`src/rtl/apb_pkg.sv`:
```
// Shared types for the APB master bridge: FSM state encoding and command/response records.
package apb_pkg;

  localparam int APB_ADDR_W = 32;
  localparam int APB_DATA_W = 32;

  typedef enum logic [1:0] {
    IDLE   = 2'd0,
    SETUP  = 2'd1,
    ACCESS = 2'd2
  } apb_state_e;

  typedef struct packed {
    logic                  write;
    logic [APB_ADDR_W-1:0] addr;
    logic [APB_DATA_W-1:0] wdata;
  } apb_cmd_t;

  typedef struct packed {
    logic [APB_DATA_W-1:0] rdata;
    logic                  err;
  } apb_rsp_t;

endpackage

```
`src/rtl/apb_master_bridge_if.sv`:
```
// Command/response port plus APB3 bus of the bridge; master = bridge side, slave = agent/peripheral side.
interface apb_master_bridge_if #(
  parameter int ADDR_W = 32,
  parameter int DATA_W = 32
);
  // cmd: a transfer is accepted on a rising edge where cmd_valid && cmd_ready; rsp_valid is a
  // one-cycle pulse with no back-pressure, so the requester must always be able to take it.
  logic              cmd_valid;
  logic              cmd_ready;
  logic              cmd_write;
  logic [ADDR_W-1:0] cmd_addr;
  logic [DATA_W-1:0] cmd_wdata;
  logic              rsp_valid;
  logic [DATA_W-1:0] rsp_rdata;
  logic              rsp_err;
  logic              psel1;
  logic              penable;
  logic              pwrite;
  logic [ADDR_W-1:0] paddr;
  logic [DATA_W-1:0] pwdata;
  logic [DATA_W-1:0] prdata;
  logic              pready;
  logic              pslverr;

  modport master (
    input  cmd_valid, cmd_write, cmd_addr, cmd_wdata, prdata, pready, pslverr,
    output cmd_ready, rsp_valid, rsp_rdata, rsp_err, psel1, penable, pwrite, paddr, pwdata
  );

  modport slave (
    output cmd_valid, cmd_write, cmd_addr, cmd_wdata, prdata, pready, pslverr,
    input  cmd_ready, rsp_valid, rsp_rdata, rsp_err, psel1, penable, pwrite, paddr, pwdata
  );
endinterface

```
`src/rtl/apb_wdog.sv`:
```
// Saturating ACCESS-phase wait counter; o_expired flags the last permitted wait cycle.
module apb_wdog #(
  parameter int LIMIT = 16
) (
  input  logic i_clk,
  input  logic i_rst_n,
  input  logic i_clear,
  input  logic i_en,
  output logic o_expired
);
  localparam int CW = $clog2(LIMIT + 1);

  logic [CW-1:0] r_cnt;

  always_ff @(posedge i_clk or negedge i_rst_n) begin
    if (!i_rst_n) begin
      r_cnt <= '0;
    end else if (i_clear) begin
      r_cnt <= '0;
    end else if (i_en && (r_cnt != CW'(LIMIT))) begin
      r_cnt <= r_cnt + 1'b1;
    end
  end

  // Counter reads k-1 during the k-th enabled cycle.
  assign o_expired = i_en && (r_cnt == CW'(LIMIT - 1));
endmodule

```
`src/rtl/apb_master_bridge.sv`:
```
// Valid/ready command port to APB3 master (SETUP, ACCESS, wait states), one transfer in flight.
// Optional ACCESS watchdog enabled by defining APB_TIMEOUT_EN.
module apb_master_bridge
  import apb_pkg::*;
#(
  parameter int ADDR_W  = 32,
  parameter int DATA_W  = 32,
  parameter int TIMEOUT = 16
) (
  input  logic                i_pclk,
  input  logic                i_presetn,
  apb_master_bridge_if.master bus,
  output apb_state_e          o_state
);
  apb_state_e        r_state;
  logic              r_cmd_ready;
  logic              r_psel;
  logic              r_penable;
  logic              r_pwrite;
  logic [ADDR_W-1:0] r_paddr;
  logic [DATA_W-1:0] r_pwdata;
  logic              r_rsp_valid;
  logic [DATA_W-1:0] r_rsp_rdata;
  logic              r_rsp_err;
  logic              w_expired;

`ifdef APB_TIMEOUT_EN
  logic w_wd_clear;
  logic w_wd_en;

  assign w_wd_clear = (r_state == SETUP);
  assign w_wd_en    = (r_state == ACCESS);

  apb_wdog #(.LIMIT(TIMEOUT)) u_wdog (
    .i_clk     (i_pclk),
    .i_rst_n   (i_presetn),
    .i_clear   (w_wd_clear),
    .i_en      (w_wd_en),
    .o_expired (w_expired)
  );
`else
  // Without the watchdog ACCESS waits forever; TIMEOUT has no effect.
  assign w_expired = (TIMEOUT < 0);
`endif

  always_ff @(posedge i_pclk or negedge i_presetn) begin
    if (!i_presetn) begin
      r_state     <= IDLE;
      r_cmd_ready <= 1'b0;
      r_psel      <= 1'b0;
      r_penable   <= 1'b0;
      r_pwrite    <= 1'b0;
      r_paddr     <= '0;
      r_pwdata    <= '0;
      r_rsp_valid <= 1'b0;
      r_rsp_rdata <= '0;
      r_rsp_err   <= 1'b0;
    end else begin
      r_rsp_valid <= 1'b0;
      case (r_state)
        IDLE: begin
          r_cmd_ready <= 1'b1;
          if (bus.cmd_valid && r_cmd_ready) begin
            r_state     <= SETUP;
            r_cmd_ready <= 1'b0;
            r_psel      <= 1'b1;
            r_pwrite    <= bus.cmd_write;
            r_paddr     <= bus.cmd_addr;
            r_pwdata    <= bus.cmd_wdata;
          end
        end
        SETUP: begin
          r_state   <= ACCESS;
          r_penable <= 1'b1;
        end
        ACCESS: begin
          // A ready slave wins over a watchdog expiring on the same edge.
          if (bus.pready) begin
            r_state     <= IDLE;
            r_psel      <= 1'b0;
            r_penable   <= 1'b0;
            r_cmd_ready <= 1'b1;
            r_rsp_valid <= 1'b1;
            r_rsp_err   <= bus.pslverr;
            r_rsp_rdata <= (!r_pwrite && !bus.pslverr) ? bus.prdata : '0;
          end else if (w_expired) begin
            r_state     <= IDLE;
            r_psel      <= 1'b0;
            r_penable   <= 1'b0;
            r_cmd_ready <= 1'b1;
            r_rsp_valid <= 1'b1;
            r_rsp_err   <= 1'b1;
            r_rsp_rdata <= '0;
          end
        end
        default: begin
          r_state <= IDLE;
        end
      endcase
    end
  end

  assign bus.cmd_ready = r_cmd_ready;
  assign bus.psel1     = r_psel;
  assign bus.penable   = r_penable;
  assign bus.pwrite    = r_pwrite;
  assign bus.paddr     = r_paddr;
  assign bus.pwdata    = r_pwdata;
  assign bus.rsp_valid = r_rsp_valid;
  assign bus.rsp_rdata = r_rsp_rdata;
  assign bus.rsp_err   = r_rsp_err;
  assign o_state       = r_state;
endmodule
```
`src/flat_wrapper.sv`:
```
// flat-port wrapper written by rule: the top's interface ports become plain ports
module apb_master_bridge_flat import apb_pkg::*;
#(
  parameter int ADDR_W  = 32,
  parameter int DATA_W  = 32,
  parameter int TIMEOUT = 16
)
  (i_pclk, i_presetn, o_state, bus_cmd_valid, bus_cmd_write, bus_cmd_addr, bus_cmd_wdata, bus_prdata, bus_pready, bus_pslverr, bus_cmd_ready, bus_rsp_valid, bus_rsp_rdata, bus_rsp_err, bus_psel1, bus_penable, bus_pwrite, bus_paddr, bus_pwdata);
  apb_master_bridge_if #(.ADDR_W(ADDR_W), .DATA_W(DATA_W)) bus_i ();
  input  logic i_pclk;
  input  logic i_presetn;
  output apb_state_e o_state;
  input wire logic [$bits(bus_i.cmd_valid)-1:0] bus_cmd_valid;
  input wire logic [$bits(bus_i.cmd_write)-1:0] bus_cmd_write;
  input wire logic [$bits(bus_i.cmd_addr)-1:0] bus_cmd_addr;
  input wire logic [$bits(bus_i.cmd_wdata)-1:0] bus_cmd_wdata;
  input wire logic [$bits(bus_i.prdata)-1:0] bus_prdata;
  input wire logic [$bits(bus_i.pready)-1:0] bus_pready;
  input wire logic [$bits(bus_i.pslverr)-1:0] bus_pslverr;
  output wire logic [$bits(bus_i.cmd_ready)-1:0] bus_cmd_ready;
  output wire logic [$bits(bus_i.rsp_valid)-1:0] bus_rsp_valid;
  output wire logic [$bits(bus_i.rsp_rdata)-1:0] bus_rsp_rdata;
  output wire logic [$bits(bus_i.rsp_err)-1:0] bus_rsp_err;
  output wire logic [$bits(bus_i.psel1)-1:0] bus_psel1;
  output wire logic [$bits(bus_i.penable)-1:0] bus_penable;
  output wire logic [$bits(bus_i.pwrite)-1:0] bus_pwrite;
  output wire logic [$bits(bus_i.paddr)-1:0] bus_paddr;
  output wire logic [$bits(bus_i.pwdata)-1:0] bus_pwdata;
  assign bus_i.cmd_valid = bus_cmd_valid;
  assign bus_i.cmd_write = bus_cmd_write;
  assign bus_i.cmd_addr = bus_cmd_addr;
  assign bus_i.cmd_wdata = bus_cmd_wdata;
  assign bus_i.prdata = bus_prdata;
  assign bus_i.pready = bus_pready;
  assign bus_i.pslverr = bus_pslverr;
  assign bus_cmd_ready = bus_i.cmd_ready;
  assign bus_rsp_valid = bus_i.rsp_valid;
  assign bus_rsp_rdata = bus_i.rsp_rdata;
  assign bus_rsp_err = bus_i.rsp_err;
  assign bus_psel1 = bus_i.psel1;
  assign bus_penable = bus_i.penable;
  assign bus_pwrite = bus_i.pwrite;
  assign bus_paddr = bus_i.paddr;
  assign bus_pwdata = bus_i.pwdata;
  apb_master_bridge #(.ADDR_W(ADDR_W), .DATA_W(DATA_W), .TIMEOUT(TIMEOUT)) u_core (.i_pclk(i_pclk), .i_presetn(i_presetn), .bus(bus_i), .o_state(o_state));
endmodule
```
`config.mk`:
```
export PLATFORM = sky130hd
export DESIGN_NAME = apb_master_bridge_flat
export DESIGN_NICKNAME = d
export VERILOG_FILES = /design/src/rtl/apb_pkg.sv /design/src/rtl/apb_master_bridge_if.sv /design/src/rtl/apb_wdog.sv /design/src/rtl/apb_master_bridge.sv /design/src/flat_wrapper.sv
export SDC_FILE = /design/constraint.sdc
export NUM_CORES = 1
export LEC_CHECK = 0
export CORE_MARGIN = 1.5
export CORE_UTILIZATION = 30
export CTS_BUF_LIST = sky130_fd_sc_hd__clkbuf_16
export DETAILED_ROUTE_END_ITERATION = 10
export DONT_BUFFER_PORTS = 1
export GPL_TIMING_DRIVEN = 0
export PLACE_DENSITY_LB_ADDON = 0.3
export SLEW_MARGIN = 20
export SYNTH_ARGS = -nofsm -noshare
export SYNTH_HDL_FRONTEND = slang
export SYNTH_SLANG_ARGS = --single-unit
```
`constraint.sdc`:
```
create_clock -name i_pclk -period 2.9 [get_ports i_pclk]
set_input_delay 0.145 -clock i_pclk [delete_from_list [all_inputs] [get_ports i_pclk]]
set_output_delay 0.145 -clock i_pclk [all_outputs]
set_load 0.01 [all_outputs]
```
[Word-level counts from Yosys, hierarchy flattened]
Index checks and enable logic that the tools add are counted.
Operators by class
  reductions and logical operators: 13
  mux-type cells: 13
  eq/ne operators: 4
Operators with widths (count)
  2-to-1 mux 32 bit: 1
  AND reduction 2 bit: 5
  2-to-1 mux 1 bit: 6
  case mux 1 bit (2 select lines): 3
  case mux 2 bit (3 select lines): 1
  2-to-1 mux 2 bit: 2
  nonzero test 2 bit: 2
  AND reduction 3 bit: 1
  == test 2 x 1 -> 1 bit (second input constant): 1
  == test 2 bit (second input constant): 1
  logical AND 1 bit: 2
  zero test 1 bit: 2
  zero test 2 bit: 1
  inequality test 2 x 1 -> 1 bit (second input constant): 1
  inequality test 2 bit (second input constant): 1
Word-level totals
  word-level logic and storage cells: 40
  flip-flop bits (word level): 104
  output and inout bits: 104

[Depth between registers and ports, before layout]
  depth after elaboration: 3
  gate-level depth with buffers: 5

[Worst setup path before layout]
OpenSTA, ideal clock, no wires.
  path kind: register to register
  from: register u_core.r_state[1] (netlist: u_core.o_state[1])
  to: register u_core.r_paddr[10] (netlist: u_core.bus.paddr[10])
  data arrival time: 1.342 ns
  library setup time: 0.127 ns
  period minus slack after synthesis: 1.469 ns
  path slack: 1.431 ns
  stages on the path, launching flop included: 5
  cell sequence: dfrtp_1 -> nor3_4 -> buf_6 -> buf_6 -> mux2_1
Between the ends
  cells in the longest elaborated chain, start to end: 2
Ends and longest elaborated chain
  from (decl): RTL line apb_master_bridge.sv:15  | apb_state_e r_state;
  from (signal assigned): RTL line apb_master_bridge.sv:48  | r_state <= IDLE;
  from (signal assigned): RTL line apb_master_bridge.sv:64  | r_state <= SETUP;
  from (signal assigned): RTL line apb_master_bridge.sv:73  | r_state <= ACCESS;
  zero test 2 bit: RTL line apb_master_bridge.sv:60  | case (r_state)
  AND reduction 2 bit (no line)
  to (signal assigned): RTL line apb_master_bridge.sv:68  | r_paddr <= bus.cmd_addr;
  to (decl): RTL line apb_master_bridge.sv:20  | logic [ADDR_W-1:0] r_paddr;
Every way passes these cells.
A chain may end at the register's enable or synchronous reset.

[Worst setup path after layout]
  from: register u_core.r_state[1] (netlist: u_core.o_state[1])
  to: register u_core.r_paddr[13] (netlist: u_core.bus.paddr[13])
Same word-level chain as after synthesis.

==> results.md <==
- Drt drc: 0
- Commonest non-fill, non-tap cells in the layout: 104 x dfrtp_1, 99 x dlygate4sd3_1, 66 x nand2_1, 46 x mux2_2, 32 x o21ai_0
- Area Overhead vs Synth: 38.1%
- Cells after synthesis: 298
- Final worst-path cycle share: 59.6%
- Final Wtd Congestion: 0.732
- Dpl cells: 470
- Reg2reg end: u_core.bus.paddr[13]
- Initial Util: 31.0%
- CTS tree: yes
- Met1 GRT Util: 15.9%
- CP startpoint kind: flop
- Reg-to-reg startpoint: u_core.o_state[1]
- Num CTS Buffers: 9
- CTS root buf: clkbuf_16
- Mean post-synth cell area: 13.2 um^2
- Ant diodes: 0
- CTS Buffer Depth: 2
- Register area: 2600 um^2
- CTS H-tree depth: 3
- Mapped Nets: 400
- Met2 Track Usage GR: 24.4%
- Hold endpoint: u_core.o_state[1]
- Final setup TNS: 0 ps
- Port buffer count: 0
- Hold path depth: 2
- Netlist cell types: 17
- Vias per Instance: 4.61
- Max-slew headroom: 66.2%
- Post-synthesis mux area share: 19.1%
- Fillcell total: 1,207
- Layout cell share with drive strength beyond 1: 17.6%
- Hold Startpoint: bus_pready
- Gr busiest metal: met2
- Simple-gate share of the synthesized area: 7.24%
- Seq/Total Area, Yosys: 66.0%
- Initial antenna violation count: 0
- Post-CTS Setup Inserts: 0
- Unrepaired setup endpoints after global routing: no
- Drt wl/cell: 16.0 um
- Antenna-violating nets left: 0
- Achievable Freq: 0.579 GHz
- Outcome: completed
- Worst skew pair latency: 340 ps
- Routed Wire Length: 9.36 mm
- Design area: 5440 um^2
- DRT iter0 DRCs: 122
- MaxCap Viol Count: 0
- Fin. max-slew vios: 0
- # IOs: 206
- CTS Hold Bufs: 100
- Non-Filler Instances: 586
- Main combinational cell family by area after synthesis: multiplexers
- Multi-input gate area: 1220 um^2
- GRT Util Overall: 14.0%
- Die area: 13,800 um^2
- Worst Skew: 8.44 ps
- Nets: 511
- Final core occ: 42.8%
- Type of the worst setup path: reg -> reg
- Setup crit end kind: flop
- R2R setup slack: 1170 ps
- # rows: 41
- Synth Area in XOR/XNOR: 0%
- Yosys reg bits: 104
- DP Area: 4160 um^2
- Clock Pin Slew Worst Setup and Hold Paths: 70 ps
- Adder-cell share of the synthesized area: 0%
- Req. time, crit path: 3110 ps
- Mapped cell area: 3940 um^2
- Clock Sink Count: 104
- PwrDens: 990 nW/um^2
- Core ar.: 12,700 um^2
- Congestion Overflow GR: 0
- Commonest non-fill, non-tap cell in the layout: dfrtp_1
- Peak supply drop: 0.385 mV
- Final Hold Fails: 0
- First-pass GRT wire length: 15.4 mm
- Grt met3 use: 3.88%
- Die H: 118 um
- Synth warnings: 0
- Post-synthesis compound-gate area fraction: 4.63%
- Post-cts resize count: 0
- Worst hold path type: in -> reg
- Worst Max-Slew Pin Slew: 508 ps
- Largest net degree at the start of global routing: 105
- Leak: 2.32 nW
- Fin crit period: 1730 ps
- Via count: 2,701
- Pre-Repair DR Iteration Count: 5
- CP arrival: 1940 ps
- R2R cell count: 4
- Final setup vio count: 0
- Final HPWL DP: 6.17 mm
- Vias in the first global route: 2,894
- Chip width: 118 um
- Crit path max fanout: 10
[cells in the mapped netlist]
cell,count,area [um^2]
nor3_4,1,16.3
buf_2,4,20.0
nand3b_1,1,7.51
mux2_2,46,518
dfrtp_1,104,2600
a21oi_1,3,15.0
nand2b_1,1,6.26
nor2_1,2,7.51
nand2_1,66,248
buf_6,3,33.8
mux2i_1,1,10.0
inv_1,3,11.3
clkbuf_1,6,22.5
buf_4,4,30.0
o21ai_0,32,160
mux2_1,20,225
a21o_1,1,7.51
[layout make-up]
cell class	count	area share, %
multi-input combinational	174	22.4
tap	172	3.95
sequential	104	47.8
buffer	17	1.95
clock inverter	7	0.759
inverter	3	0.207
timing repair buffer	100	18.7
clock buffer	9	4.14
[worst max-delay path: stages, from the launching register on]
cell	delay, ps
dfrtp_1	510
nor3_4	370
buf_6	210
buf_6	170
mux2_1	330
[sequential cells by signal, summed over array words and instances (netlist names)]
register	cells
u_core.bus.penable	1
u_core.bus.rsp_valid	1
u_core.bus.rsp_err	1
u_core.bus.pwrite	1
u_core.bus.rsp_rdata	32
u_core.o_state	2
u_core.bus.paddr	32
u_core.bus.psel1	1
u_core.bus.pwdata	32
u_core.bus.cmd_ready	1
[how the worst max path moves through the flow]
stage | from | to | slack [ps] | depth (start not counted)
after CTS | u_core.o_state[1] | u_core.bus.paddr[17] | 1120 | 4
after detailed placement | u_core.o_state[1] | u_core.bus.paddr[23] | 1140 | 4
after global routing | u_core.o_state[1] | u_core.bus.paddr[11] | 1060 | 4
after floorplan | u_core.o_state[1] | u_core.bus.paddr[10] | 1430 | 4
after global placement | u_core.o_state[1] | u_core.bus.paddr[21] | 1170 | 4
final | u_core.o_state[1] | u_core.bus.paddr[13] | 1170 | 4
[where the power goes]
part	total, W	leakage, nW	internal [W]	switching (W)
combinational	0.00125	0.910	0.000708	0.000537
clock	0.00108	0.134	0.000574	0.000510
sequential	0.00306	1.28	0.00217	0.000892
total	0.00539	2.32	0.00345	0.00194
[logic make-up after synthesis]
family / after synthesis
multiplexers: 67
AO/OA/AOI/OAI: 36
AND/OR/NAND/NOR: 71
buffers and inverters: 20
flip-flops: 104
[stage by stage]
step                      hold slack [ps]  setup WS, ps  total power, W
final                                23.9          1170         0.00539
after global routing                 39.7          1060         0.00575
after CTS                            15.8          1120         0.00546
after detailed placement             -148          1140         0.00421
after global placement               -148          1170         0.00414
after floorplan                      -151          1430         0.00383
[routing by layer]
layer | vias to the layer above | share of wire [%]
met2 | 122 | 52
met4 | 0 | 2.4
met3 | 15 | 7.5
met5 | - | 0
met1 | 1352 | 38
li1 | 1212 | -
Note: power is estimated with default switching activity, not from simulation.
